`config.mk`:
```
export PLATFORM = sky130hd
export DESIGN_NAME = rv_decode_queue
export DESIGN_NICKNAME = d
export VERILOG_FILES = /design/src/rtl/rv_decode_queue.sv
export SDC_FILE = /design/constraint.sdc
export NUM_CORES = 1
export LEC_CHECK = 0
export BUFFER_PORTS_ARGS = -buffer_cell sky130_fd_sc_hd__buf_2
export CAP_MARGIN = 20
export CELL_PAD_IN_SITES_DETAIL_PLACEMENT = 1
export CELL_PAD_IN_SITES_GLOBAL_PLACEMENT = 1
export CORE_MARGIN = 3
export CORE_UTILIZATION = 32
export CTS_CLUSTER_DIAMETER = 200
export DETAILED_ROUTE_END_ITERATION = 7
export PLACE_DENSITY = 0.68
export SYNTH_ARGS = -nofsm -noshare
export SYNTH_HDL_FRONTEND = slang
export SYNTH_SLANG_ARGS = --single-unit
```
`constraint.sdc`:
```
create_clock -name clk -period 3.25 [get_ports clk]
set_input_delay 0.1625 -clock clk [delete_from_list [all_inputs] [get_ports clk]]
set_output_delay 0.1625 -clock clk [all_outputs]
set_load 0.05 [all_outputs]
```
`src/rtl/rv_decode_queue.sv`:
```
// rv_decode_queue
// ---------------------------------------------------------------------------
// RV32I decode stage with a small instruction queue. Fetch pushes raw
// instruction words and PCs into a DEPTH-entry FIFO over a valid/ready
// handshake. The decoded fields go into a registered output stage. Execute
// drains that stage over a second valid/ready handshake. An empty queue lets
// an incoming word go straight into the output register, so the minimum
// latency is one cycle. Unrecognised encodings are flagged as illegal and
// still pass through the handshake like any other instruction.
//
// Optional feature macro: DECODE_RV32M_EN
//   defined   -> R-type funct7=0000001 decodes as MUL..REMU (op 37..44)
//   undefined -> those encodings are illegal (op = 2^OPW-1)
//
// Ports:
//   clk, reset_n        clock, asynchronous active-low reset
//   flush               synchronous discard of FIFO and output register
//   in_valid/in_ready   fetch handshake; in_instr/in_pc are the payload
//   out_valid/out_ready execute handshake
//   out_pc, opcode, funct3, funct7, rs1, rs2, rd, imm, op, illegal
//                       registered decoded fields
//   count               FIFO occupancy, output register not included
module rv_decode_queue #(
    parameter int XLEN  = 32,
    parameter int DEPTH = 4,
    parameter int OPW   = 6
) (
    input  logic                     clk,
    input  logic                     reset_n,
    input  logic                     flush,
    input  logic                     in_valid,
    output logic                     in_ready,
    input  logic [XLEN-1:0]          in_instr,
    input  logic [XLEN-1:0]          in_pc,
    output logic                     out_valid,
    input  logic                     out_ready,
    output logic [XLEN-1:0]          out_pc,
    output logic [6:0]               opcode,
    output logic [2:0]               funct3,
    output logic [6:0]               funct7,
    output logic [4:0]               rs1,
    output logic [4:0]               rs2,
    output logic [4:0]               rd,
    output logic [XLEN-1:0]          imm,
    output logic [OPW-1:0]           op,
    output logic                     illegal,
    output logic [$clog2(DEPTH):0]   count
);

    localparam int AW = $clog2(DEPTH);
    localparam int CW = AW + 1;
    localparam logic [CW-1:0] DEPTH_C = CW'(DEPTH);

    localparam logic [4:0] OPC_R      = 5'b01100;
    localparam logic [4:0] OPC_I      = 5'b00100;
    localparam logic [4:0] OPC_LOAD   = 5'b00000;
    localparam logic [4:0] OPC_STORE  = 5'b01000;
    localparam logic [4:0] OPC_LUI    = 5'b01101;
    localparam logic [4:0] OPC_AUIPC  = 5'b00101;
    localparam logic [4:0] OPC_BRANCH = 5'b11000;
    localparam logic [4:0] OPC_JAL    = 5'b11011;
    localparam logic [4:0] OPC_JALR   = 5'b11001;

    typedef enum logic [2:0] {FMT_R, FMT_I, FMT_S, FMT_B, FMT_U, FMT_J} fmt_e;

    logic [XLEN-1:0] instr_mem [DEPTH];
    logic [XLEN-1:0] pc_mem    [DEPTH];
    logic [AW-1:0]   rd_ptr, wr_ptr;

    logic            push, load, pop, bypass, fifo_push, src_valid;
    logic [XLEN-1:0] src_instr, src_pc;
    logic [2:0]      f3;
    logic [6:0]      f7;
    logic [XLEN-1:0] imm_i, imm_s, imm_b, imm_u, imm_j;

    logic            legal;
    logic [OPW-1:0]  op_idx;
    fmt_e            fmt;

    logic [2:0]      d_funct3;
    logic [6:0]      d_funct7;
    logic [4:0]      d_rs1, d_rs2, d_rd;
    logic [XLEN-1:0] d_imm;
    logic [OPW-1:0]  d_op;

    // in_ready ignores out_ready: a full queue stalls fetch even when execute
    // is draining in the same cycle.
    assign in_ready  = (count < DEPTH_C) && !flush;
    assign push      = in_valid && in_ready;
    assign load      = !out_valid || out_ready;
    assign pop       = load && (count != '0);
    // Only an empty FIFO lets the incoming word skip straight to the output.
    assign bypass    = load && (count == '0) && push;
    assign fifo_push = push && !bypass;
    assign src_valid = pop || bypass;
    assign src_instr = pop ? instr_mem[rd_ptr] : in_instr;
    assign src_pc    = pop ? pc_mem[rd_ptr]    : in_pc;

    assign f3 = src_instr[14:12];
    assign f7 = src_instr[31:25];

    assign imm_i = {{(XLEN-12){src_instr[31]}}, src_instr[31:20]};
    assign imm_s = {{(XLEN-12){src_instr[31]}}, src_instr[31:25], src_instr[11:7]};
    assign imm_b = {{(XLEN-13){src_instr[31]}}, src_instr[31], src_instr[7],
                    src_instr[30:25], src_instr[11:8], 1'b0};
    assign imm_u = {src_instr[31:12], 12'b0};
    assign imm_j = {{(XLEN-21){src_instr[31]}}, src_instr[31], src_instr[19:12],
                    src_instr[20], src_instr[30:21], 1'b0};

    // Classify the selected word: legality, instruction format and op index.
    always_comb begin
        legal  = 1'b0;
        op_idx = '0;
        fmt    = FMT_I;
        if (src_instr[1:0] == 2'b11) begin
            case (src_instr[6:2])
                OPC_R: begin
                    fmt = FMT_R;
                    if (f7 == 7'h00) begin
                        legal = 1'b1;
                        case (f3)
                            3'd0:    op_idx = OPW'(0);
                            3'd1:    op_idx = OPW'(5);
                            3'd2:    op_idx = OPW'(8);
                            3'd3:    op_idx = OPW'(9);
                            3'd4:    op_idx = OPW'(2);
                            3'd5:    op_idx = OPW'(6);
                            3'd6:    op_idx = OPW'(3);
                            default: op_idx = OPW'(4);
                        endcase
                    end else if (f7 == 7'h20) begin
                        if (f3 == 3'd0) begin
                            legal  = 1'b1;
                            op_idx = OPW'(1);
                        end else if (f3 == 3'd5) begin
                            legal  = 1'b1;
                            op_idx = OPW'(7);
                        end
                    end
`ifdef DECODE_RV32M_EN
                    else if (f7 == 7'h01) begin
                        legal  = 1'b1;
                        op_idx = OPW'(37) + OPW'(f3);
                    end
`endif
                end
                OPC_I: begin
                    fmt = FMT_I;
                    case (f3)
                        3'd0:    begin legal = 1'b1; op_idx = OPW'(10); end
                        3'd1:    begin legal = (f7 == 7'h00); op_idx = OPW'(14); end
                        3'd2:    begin legal = 1'b1; op_idx = OPW'(17); end
                        3'd3:    begin legal = 1'b1; op_idx = OPW'(18); end
                        3'd4:    begin legal = 1'b1; op_idx = OPW'(11); end
                        3'd5: begin
                            // imm[11:5] picks logical vs arithmetic right shift.
                            legal  = (f7 == 7'h00) || (f7 == 7'h20);
                            op_idx = (f7 == 7'h20) ? OPW'(16) : OPW'(15);
                        end
                        3'd6:    begin legal = 1'b1; op_idx = OPW'(12); end
                        default: begin legal = 1'b1; op_idx = OPW'(13); end
                    endcase
                end
                OPC_LOAD: begin
                    fmt = FMT_I;
                    case (f3)
                        3'd0:    begin legal = 1'b1; op_idx = OPW'(19); end
                        3'd1:    begin legal = 1'b1; op_idx = OPW'(20); end
                        3'd2:    begin legal = 1'b1; op_idx = OPW'(21); end
                        3'd4:    begin legal = 1'b1; op_idx = OPW'(22); end
                        3'd5:    begin legal = 1'b1; op_idx = OPW'(23); end
                        default: legal = 1'b0;
                    endcase
                end
                OPC_STORE: begin
                    fmt = FMT_S;
                    case (f3)
                        3'd0:    begin legal = 1'b1; op_idx = OPW'(24); end
                        3'd1:    begin legal = 1'b1; op_idx = OPW'(25); end
                        3'd2:    begin legal = 1'b1; op_idx = OPW'(26); end
                        default: legal = 1'b0;
                    endcase
                end
                OPC_LUI:   begin fmt = FMT_U; legal = 1'b1; op_idx = OPW'(27); end
                OPC_AUIPC: begin fmt = FMT_U; legal = 1'b1; op_idx = OPW'(28); end
                OPC_BRANCH: begin
                    fmt = FMT_B;
                    case (f3)
                        3'd0:    begin legal = 1'b1; op_idx = OPW'(29); end
                        3'd1:    begin legal = 1'b1; op_idx = OPW'(30); end
                        3'd4:    begin legal = 1'b1; op_idx = OPW'(31); end
                        3'd5:    begin legal = 1'b1; op_idx = OPW'(32); end
                        3'd6:    begin legal = 1'b1; op_idx = OPW'(33); end
                        3'd7:    begin legal = 1'b1; op_idx = OPW'(34); end
                        default: legal = 1'b0;
                    endcase
                end
                OPC_JAL:  begin fmt = FMT_J; legal = 1'b1; op_idx = OPW'(35); end
                OPC_JALR: begin fmt = FMT_I; legal = (f3 == 3'd0); op_idx = OPW'(36); end
                default:  legal = 1'b0;
            endcase
        end
    end

    // Populate only the fields the format defines. Illegal words keep just
    // opcode and funct3 so execute can report what it saw.
    always_comb begin
        d_funct3 = f3;
        d_funct7 = '0;
        d_rs1    = '0;
        d_rs2    = '0;
        d_rd     = '0;
        d_imm    = '0;
        d_op     = legal ? op_idx : '1;
        if (legal) begin
            case (fmt)
                FMT_R: begin
                    d_funct7 = f7;
                    d_rs1    = src_instr[19:15];
                    d_rs2    = src_instr[24:20];
                    d_rd     = src_instr[11:7];
                end
                FMT_I: begin
                    d_rs1 = src_instr[19:15];
                    d_rd  = src_instr[11:7];
                    d_imm = imm_i;
                end
                FMT_S: begin
                    d_rs1 = src_instr[19:15];
                    d_rs2 = src_instr[24:20];
                    d_imm = imm_s;
                end
                FMT_B: begin
                    d_rs1 = src_instr[19:15];
                    d_rs2 = src_instr[24:20];
                    d_imm = imm_b;
                end
                FMT_U: begin
                    d_funct3 = '0;
                    d_rd     = src_instr[11:7];
                    d_imm    = imm_u;
                end
                default: begin
                    d_funct3 = '0;
                    d_rd     = src_instr[11:7];
                    d_imm    = imm_j;
                end
            endcase
        end
    end

    always_ff @(posedge clk) begin
        if (fifo_push) begin
            instr_mem[wr_ptr] <= in_instr;
            pc_mem[wr_ptr]    <= in_pc;
        end
    end

    always_ff @(posedge clk or negedge reset_n) begin
        if (!reset_n) begin
            rd_ptr <= '0;
            wr_ptr <= '0;
            count  <= '0;
        end else if (flush) begin
            rd_ptr <= '0;
            wr_ptr <= '0;
            count  <= '0;
        end else begin
            if (fifo_push) wr_ptr <= wr_ptr + AW'(1);
            if (pop)       rd_ptr <= rd_ptr + AW'(1);
            case ({fifo_push, pop})
                2'b10:   count <= count + CW'(1);
                2'b01:   count <= count - CW'(1);
                default: count <= count;
            endcase
        end
    end

    always_ff @(posedge clk or negedge reset_n) begin
        if (!reset_n) begin
            out_valid <= 1'b0;
            out_pc    <= '0;
            opcode    <= '0;
            funct3    <= '0;
            funct7    <= '0;
            rs1       <= '0;
            rs2       <= '0;
            rd        <= '0;
            imm       <= '0;
            op        <= '0;
            illegal   <= 1'b0;
        end else if (flush) begin
            out_valid <= 1'b0;
        end else if (load) begin
            out_valid <= src_valid;
            if (src_valid) begin
                out_pc  <= src_pc;
                opcode  <= src_instr[6:0];
                funct3  <= d_funct3;
                funct7  <= d_funct7;
                rs1     <= d_rs1;
                rs2     <= d_rs2;
                rd      <= d_rd;
                imm     <= d_imm;
                op      <= d_op;
                illegal <= !legal;
            end
        end
    end

endmodule

```
Word level (Yosys, flattened, before mapping)
Memory sizes are Yosys's and may differ from the RTL's.
Index checks and enable logic that the tools add are counted.
{ "totals": {"n_memories": 2, "regBits": 111, "mem_bits_rw": 256, "input_bits": 69} }
{ "classes": {"n_eq_ne": 23, "n_reduce_logical": 32, "bitwise": 1, "order_cmp": 1, "add_sub_neg": 4, "muxes": 49} }
{ "memory_table": {"columns": ["memory", "depth", "word_bits", "rd", "rd_clocked_by_memory_dff", "write_ports", "line_no", "source"], "rows": [
  ["instr_mem", 4, 32, 1, 0, 1, "66", "logic [XLEN-1:0] instr_mem [DEPTH];"],
  ["pc_mem", 4, 32, 1, 0, 1, "67", "logic [XLEN-1:0] pc_mem [DEPTH];"]
]} }
{ "op_table": {"columns": ["op", "n"], "rows": [
  ["one-hot mux 32 bit (5 select lines)", 1],
  ["2-to-1 mux 32 bit", 3],
  ["one-hot mux 6 bit (9 select lines)", 1],
  ["one-hot mux 6 bit (6 select lines)", 1],
  ["2-to-1 mux 5 bit", 7],
  ["one-hot mux 5 bit (7 select lines)", 1],
  ["one-hot mux 4 bit (7 select lines)", 1],
  ["one-hot mux 5 bit (5 select lines)", 1],
  ["2-to-1 mux 3 bit", 7],
  ["2-to-1 mux 6 bit", 3],
  ["equality test 3 bit (second input constant)", 5],
  ["equality test 5 x 4 -> 1 bit (second input constant)", 3],
  ["equality test 5 bit (second input constant)", 3],
  ["one-hot mux 3 bit (5 select lines)", 1],
  ["one-hot mux 5 bit (3 select lines)", 1],
  ["2-to-1 mux 7 bit", 2],
  ["equality test 3 x 2 -> 1 bit (second input constant)", 4],
  ["2-to-1 mux 1 bit", 12],
  ["equality test 5 x 3 -> 1 bit (second input constant)", 2],
  ["zero test 3 bit", 3],
  ["OR reduction 3 bit", 3],
  ["2-to-1 mux 2 bit", 4],
  ["equality test 7 x 6 -> 1 bit (second input constant)", 1],
  ["zero test 7 bit", 1],
  ["22 further kinds", 39]
]} }

Logic depth before layout (Yosys ltp)
{ "logic_depth": {"depth_word": 12, "mapped_depth": 11} }

Least setup slack after synthesis
Ideal clock, no wire load.
{ "synth_path": {"path_kind": "register to register", "startpoint": "register count[2]", "endpoint": "memory instr_mem[0][0] (enable)", "period_less_slack_ps": 3835, "path_buffers": 0, "path_slack_ps": -585, "stages_incl_launch_ff": 5, "t_required_ps": 2821, "arrival_ps": 3407, "setup_time_ps": 429, "path_cell_list": "dfrtp_1 nor2_1 nand2_1 nor2_1 and2_1"} }
{ "synth_via": {"elab_chain_len": 8, "elab_cells_between_ends": 10} }
{ "synth_rtl": {"columns": ["element", "line_no", "source"], "rows": [
  ["from (decl)", "47", "output logic [$clog2(DEPTH):0] count"],
  ["from (signal assigned)", "272", "2'b10: count <= count + CW'(1);"],
  ["from (signal assigned)", "273", "2'b01: count <= count - CW'(1);"],
  ["from (signal assigned)", "274", "default: count <= count;"],
  ["less-than comparator 3 bit (*)", "88", "assign in_ready = (count < DEPTH_C) && !flush;"],
  ["logical AND 1 bit (*)", "88", null],
  ["via in_ready", "32", "output logic in_ready,"],
  ["logical AND 1 bit (*)", "89", "assign push = in_valid && in_ready;"],
  ["logical AND 1 bit", "93", "assign bypass = load && (count == '0) && push;"],
  ["zero test 1 bit", "94", "assign fifo_push = push && !bypass;"],
  ["logical AND 1 bit (*)", "94", null],
  ["2-to-1 mux 1 bit (*)", "253", "if (fifo_push) begin"],
  ["2-to-1 mux 1 bit (implied by the code) (*)", "254", "instr_mem[wr_ptr] <= in_instr;"],
  ["to (decl)", "66", null]
]} }
The timed path passes the listed nets; every way through them passes the cells marked *.

Final worst setup path
{ "layout_path": {"startpoint": "register rd_ptr[0]", "endpoint": "register imm[27]"} }
{ "layout_via": {"elab_chain_len": 10, "elab_cells_between_ends": 46} }
{ "layout_rtl": {"columns": ["element", "line_no", "source"], "rows": [
  ["from (decl)", "68", "logic [AW-1:0] rd_ptr, wr_ptr;"],
  ["from (signal assigned)", "270", "if (pop) rd_ptr <= rd_ptr + AW'(1);"],
  ["memory (4 x 32 bit) (*)", null, null],
  ["2-to-1 mux 32 bit (*)", "96", "assign src_instr = pop ? instr_mem[rd_ptr] : in_instr;"],
  ["parallel branches: the longest is 7 deep, another holds one-hot mux 32 bit (5 select lines)", null, null],
  ["2-to-1 mux 32 bit (*)", "215", "if (legal) begin"],
  ["to (signal assigned)", "304", "imm <= d_imm;"],
  ["to (decl)", "44", "output logic [XLEN-1:0] imm,"]
]} }
Mark *: on every way between the ends.
A chain may end at the register's enable or synchronous reset.

==> run_results.csv <==
group,metric,value,unit
outcome,status,"finished, final reports clean",
route,remaining_drc_errors,0,
route,num_vias,10120,
pwr,combinationalPowerShare,0.388,
logic_synthesis,ys.flop_type,"edfxtp_1",
worst_setup_path,cp.required,3.69,ns
sta,timing.fmax,314,MHz
logic_synthesis,synth_area_leaders,"edfxtp_1, dfrtp_1, mux4_2",
pwr,power_density,887,nW/um2
route,drt.antenna.violating_nets,0,
cts,h-tree-depth,2,
logic_synthesis,netlist.area_leader.share,0.499,
pwr,power,17.2,mW
logic_synthesis,syn_avg_cell_area,15.3,um2
route,wl_per_cell,22.3,um
place,port_buffers,176,
floorplanning,io_pins,177,
logic_synthesis,ys_seq_area_frac,0.679,
pwr,p_seq_frac,0.341,
cts,postCtsSetupBuffers,0,
route,dr.pass1.iters,5,
sta,finalSetupTns,0,ns
cells_and_area,post-route-util,0.412,
grt,grt_pass1_wl,65500,um
flow_run,maxCapViolCount,0,
cells_and_area,layout.cells.non_filler,1923,
sta,tightest_slew,0.824,ns
place,place_congestion,0.824,
pwr,swShare,0.392,
cells_and_area,final_area,19400,um2
place,dp_slack,0.0806,ns
worst_setup_path,slowest_delay,0.59,ns
worst_setup_path,end_kind,"register",
grt,grt_pass1_vias,10665,
logic_synthesis,synth_xor_area_frac,0.00284,
grt,grt-ovfl-total,0,
cts,cts_root_buffer,"clkbuf_16",
route,drt_wl_total,42900,um
sta,min_period,3.18,ns
floorplanning,core,47100,um2
cts,cts_tree,"yes",
cells_and_area,nFillCells,4828,
cells_and_area,nets,1357,
sta,rsz0062_at_grt,"true",
logic_synthesis,synth.net_count,1083,
logic_synthesis,synth_edf_count,256,
cells_and_area,syn2layout_area_growth,25.6,%
route,via_per_inst,5.26,
cts,cts_made_buffers,40,
place,hpwl,28200,um
sta,drv_slew,0,
worst_hold_path,min_path_type,"in2reg",
worst_setup_path,cp-start-kind,"register",
worst_setup_path,worstPathBufferInverterCount,1,
logic_synthesis,synthArstFlopShare,0.302,
logic_synthesis,yosys.area.top_type,"edfxtp_1",
pwr,switching_power,6.73,mW
cells_and_area,final_common_cell,"edfxtp_1",
grt,grt_antenna_before_repair,4,
pwr,clkPwrFrac,0.271,
place,place_inst,1780,
logic_synthesis,synth_compound_area_frac,0.111,
floorplanning,row_count,79,
grt,grt_usage,0.168,
place,place_area,17300,um2
logic_synthesis,yosys_warnings,0,
sta,setup_violations,0,
logic_synthesis,synth_cells,1009,
floorplanning,fp.dieW,225,um
sta,hold_violations,0,
sta,skew,0.0161,ns
route,first_iter_violations,667,
logic_synthesis,synth_top_family_by_area,"compound AO/OA/AOI/OAI gates",
logic_synthesis,synth_cell_type_count,80,
logic_synthesis,synth_area,15400,um2
floorplanning,dieArea,50800,um2
grt,grt_max_degree,132,
floorplanning,start_util,0.328,
pwr,ir_drop,0.537,mV
worst_setup_path,cp_data_arrival_time,3.62,ns
logic_synthesis,muxShareOfSynthArea,0.106,
cts,clk_latency,0.55,ns
worst_setup_path,crit_family,"compound AO/OA/AOI/OAI gates",
worst_setup_path,crit_slowest_cell,"mux4_2",
logic_synthesis,synth-simple-area-share,0.0743,
cts,clkTransAtPathRegs,0.06,ns
logic_synthesis,ys_seq_elements,367,
pwr,p_int,10.4,mW
worst_setup_path,critPathKind,"reg2reg",
worst_setup_path,path_cells,"buf_12 -> mux4_2 -> and3_4 -> a32oi_2 -> o21a_4 -> a211oi_2 -> or3_1 -> a32o_1",
sta,hold_ws,0.242,ns
sta,relSlewSlack,0.450,
cells_and_area,mostFrequentLayoutCells,"edfxtp_1, buf_2, nand2_1",
floorplanning,dieHeight,225,um
cells_and_area,drive_gt1_frac,0.294,
sta,worst_slack,0.0669,ns
sta,period_share,0.979,
pwr,leakage,7.21,nW
cts,clockBufferDepth,3,
worst_setup_path,cp_max_fo,17,
logic_synthesis,synth_fa_ha_area_frac,0.00520,
cts,cts.sinks,367,
-- metal layers --
layer,share of wire,GRT usage
met4,0.019,0.0387
met5,0.00030,0
met2,0.48,0.280
met3,0.051,0.0337
met1,0.45,0.228
-- worst paths after layout --
check | cells past startpoint | slack, ns | to | start
worst max register to register | 8 | 0.07 | imm[27] | rd_ptr[0]
max in group asynchronous | 3 | 2.18 | out_pc[10] | reset_n
worst min register to register | 2 | 0.47 | opcode[5] | opcode[5]
min in group asynchronous | 2 | 0.26 | opcode[6] | reset_n
worst max-delay path | 8 | 0.07 | imm[27] | rd_ptr[0]
worst min-delay path | 6 | 0.24 | count[2] | out_ready
-- final cells by class --
type	count	area, um2	share of cell area
antenna	3	7.51	0.000388
clock buffer	50	1090	0.0563
clock inverter	22	256	0.0132
inverter	2	7.51	0.000388
multi-input combinational	574	4670	0.241
sequential	367	10500	0.541
tap	607	759	0.0392
timing repair buffer	298	2100	0.109
-- what timing repair did --
action / in CTS / in global routing
hold endpoints to repair: 363 / 0
endpoints found under the setup margin: 0 / 10
hold buffers: 68 / 0
resized for setup: 0 / 6
-- worst reg2reg max path, stage by stage (launching register included) --
cell and delay [ns]:
dfrtp_4 0.44, buf_12 0.19, mux4_2 0.60, and3_4 0.23, a32oi_2 0.41, o21a_4 0.24
a211oi_2 0.08, or3_1 0.55, a32o_1 0.33
-- cells by family (layout without fill, tap and decap cells) --
group	Yosys count	in the layout
other	0	3
and+or+nand+nor	249	249
xor gates and xnor gates	5	5
muxes	79	79
buffers and inverters	68	372
DFF	367	367
AOI/OAI and AO/OA	235	235
adders and majority gates	6	6
-- power groups by stage --
stage               Sequential (mW)  Combinational, mW  Clock [mW]
global route                   5.91               7.20        4.99
floorplan                      7.05               3.27           0
finish                         5.85               6.67        4.66
global placement               5.92               6.48           0
detailed placement             5.94               6.58           0
CTS                            5.86               6.68        4.79
-- flip-flops by register name, indices dropped and copies added, names as in the netlist --
register	flops
instr_mem	128
pc_mem	128
imm	32
out_pc	32
funct7	7
opcode	7
op	6
rd	5
rs1	5
rs2	5
count	3
funct3	3
rd_ptr	2
wr_ptr	2
illegal	1
out_valid	1
-- Yosys cell counts (4+ instances only) --
cell type / count
clkbuf_1: 35
ha_1: 4
dfrtp_1: 111
buf_1: 12
buf_4: 5
nand2_1: 127
and2_1: 15
nand2b_1: 5
o21ai_0: 63
or3_1: 6
mux2i_1: 10
a21oi_1: 9
edfxtp_1: 256
mux4_1: 7
buf_2: 8
mux4_2: 57
o21ai_1: 4
a31oi_1: 8
mux2_2: 4
a22o_1: 12
a2bb2oi_1: 6
a21boi_0: 4
nor2_1: 40
nand4_1: 4
nor3_1: 11
nand3_1: 16
buf_6: 5
a32o_1: 28
o31ai_1: 11
o22ai_1: 46
(Power assumes the default switching activity.)
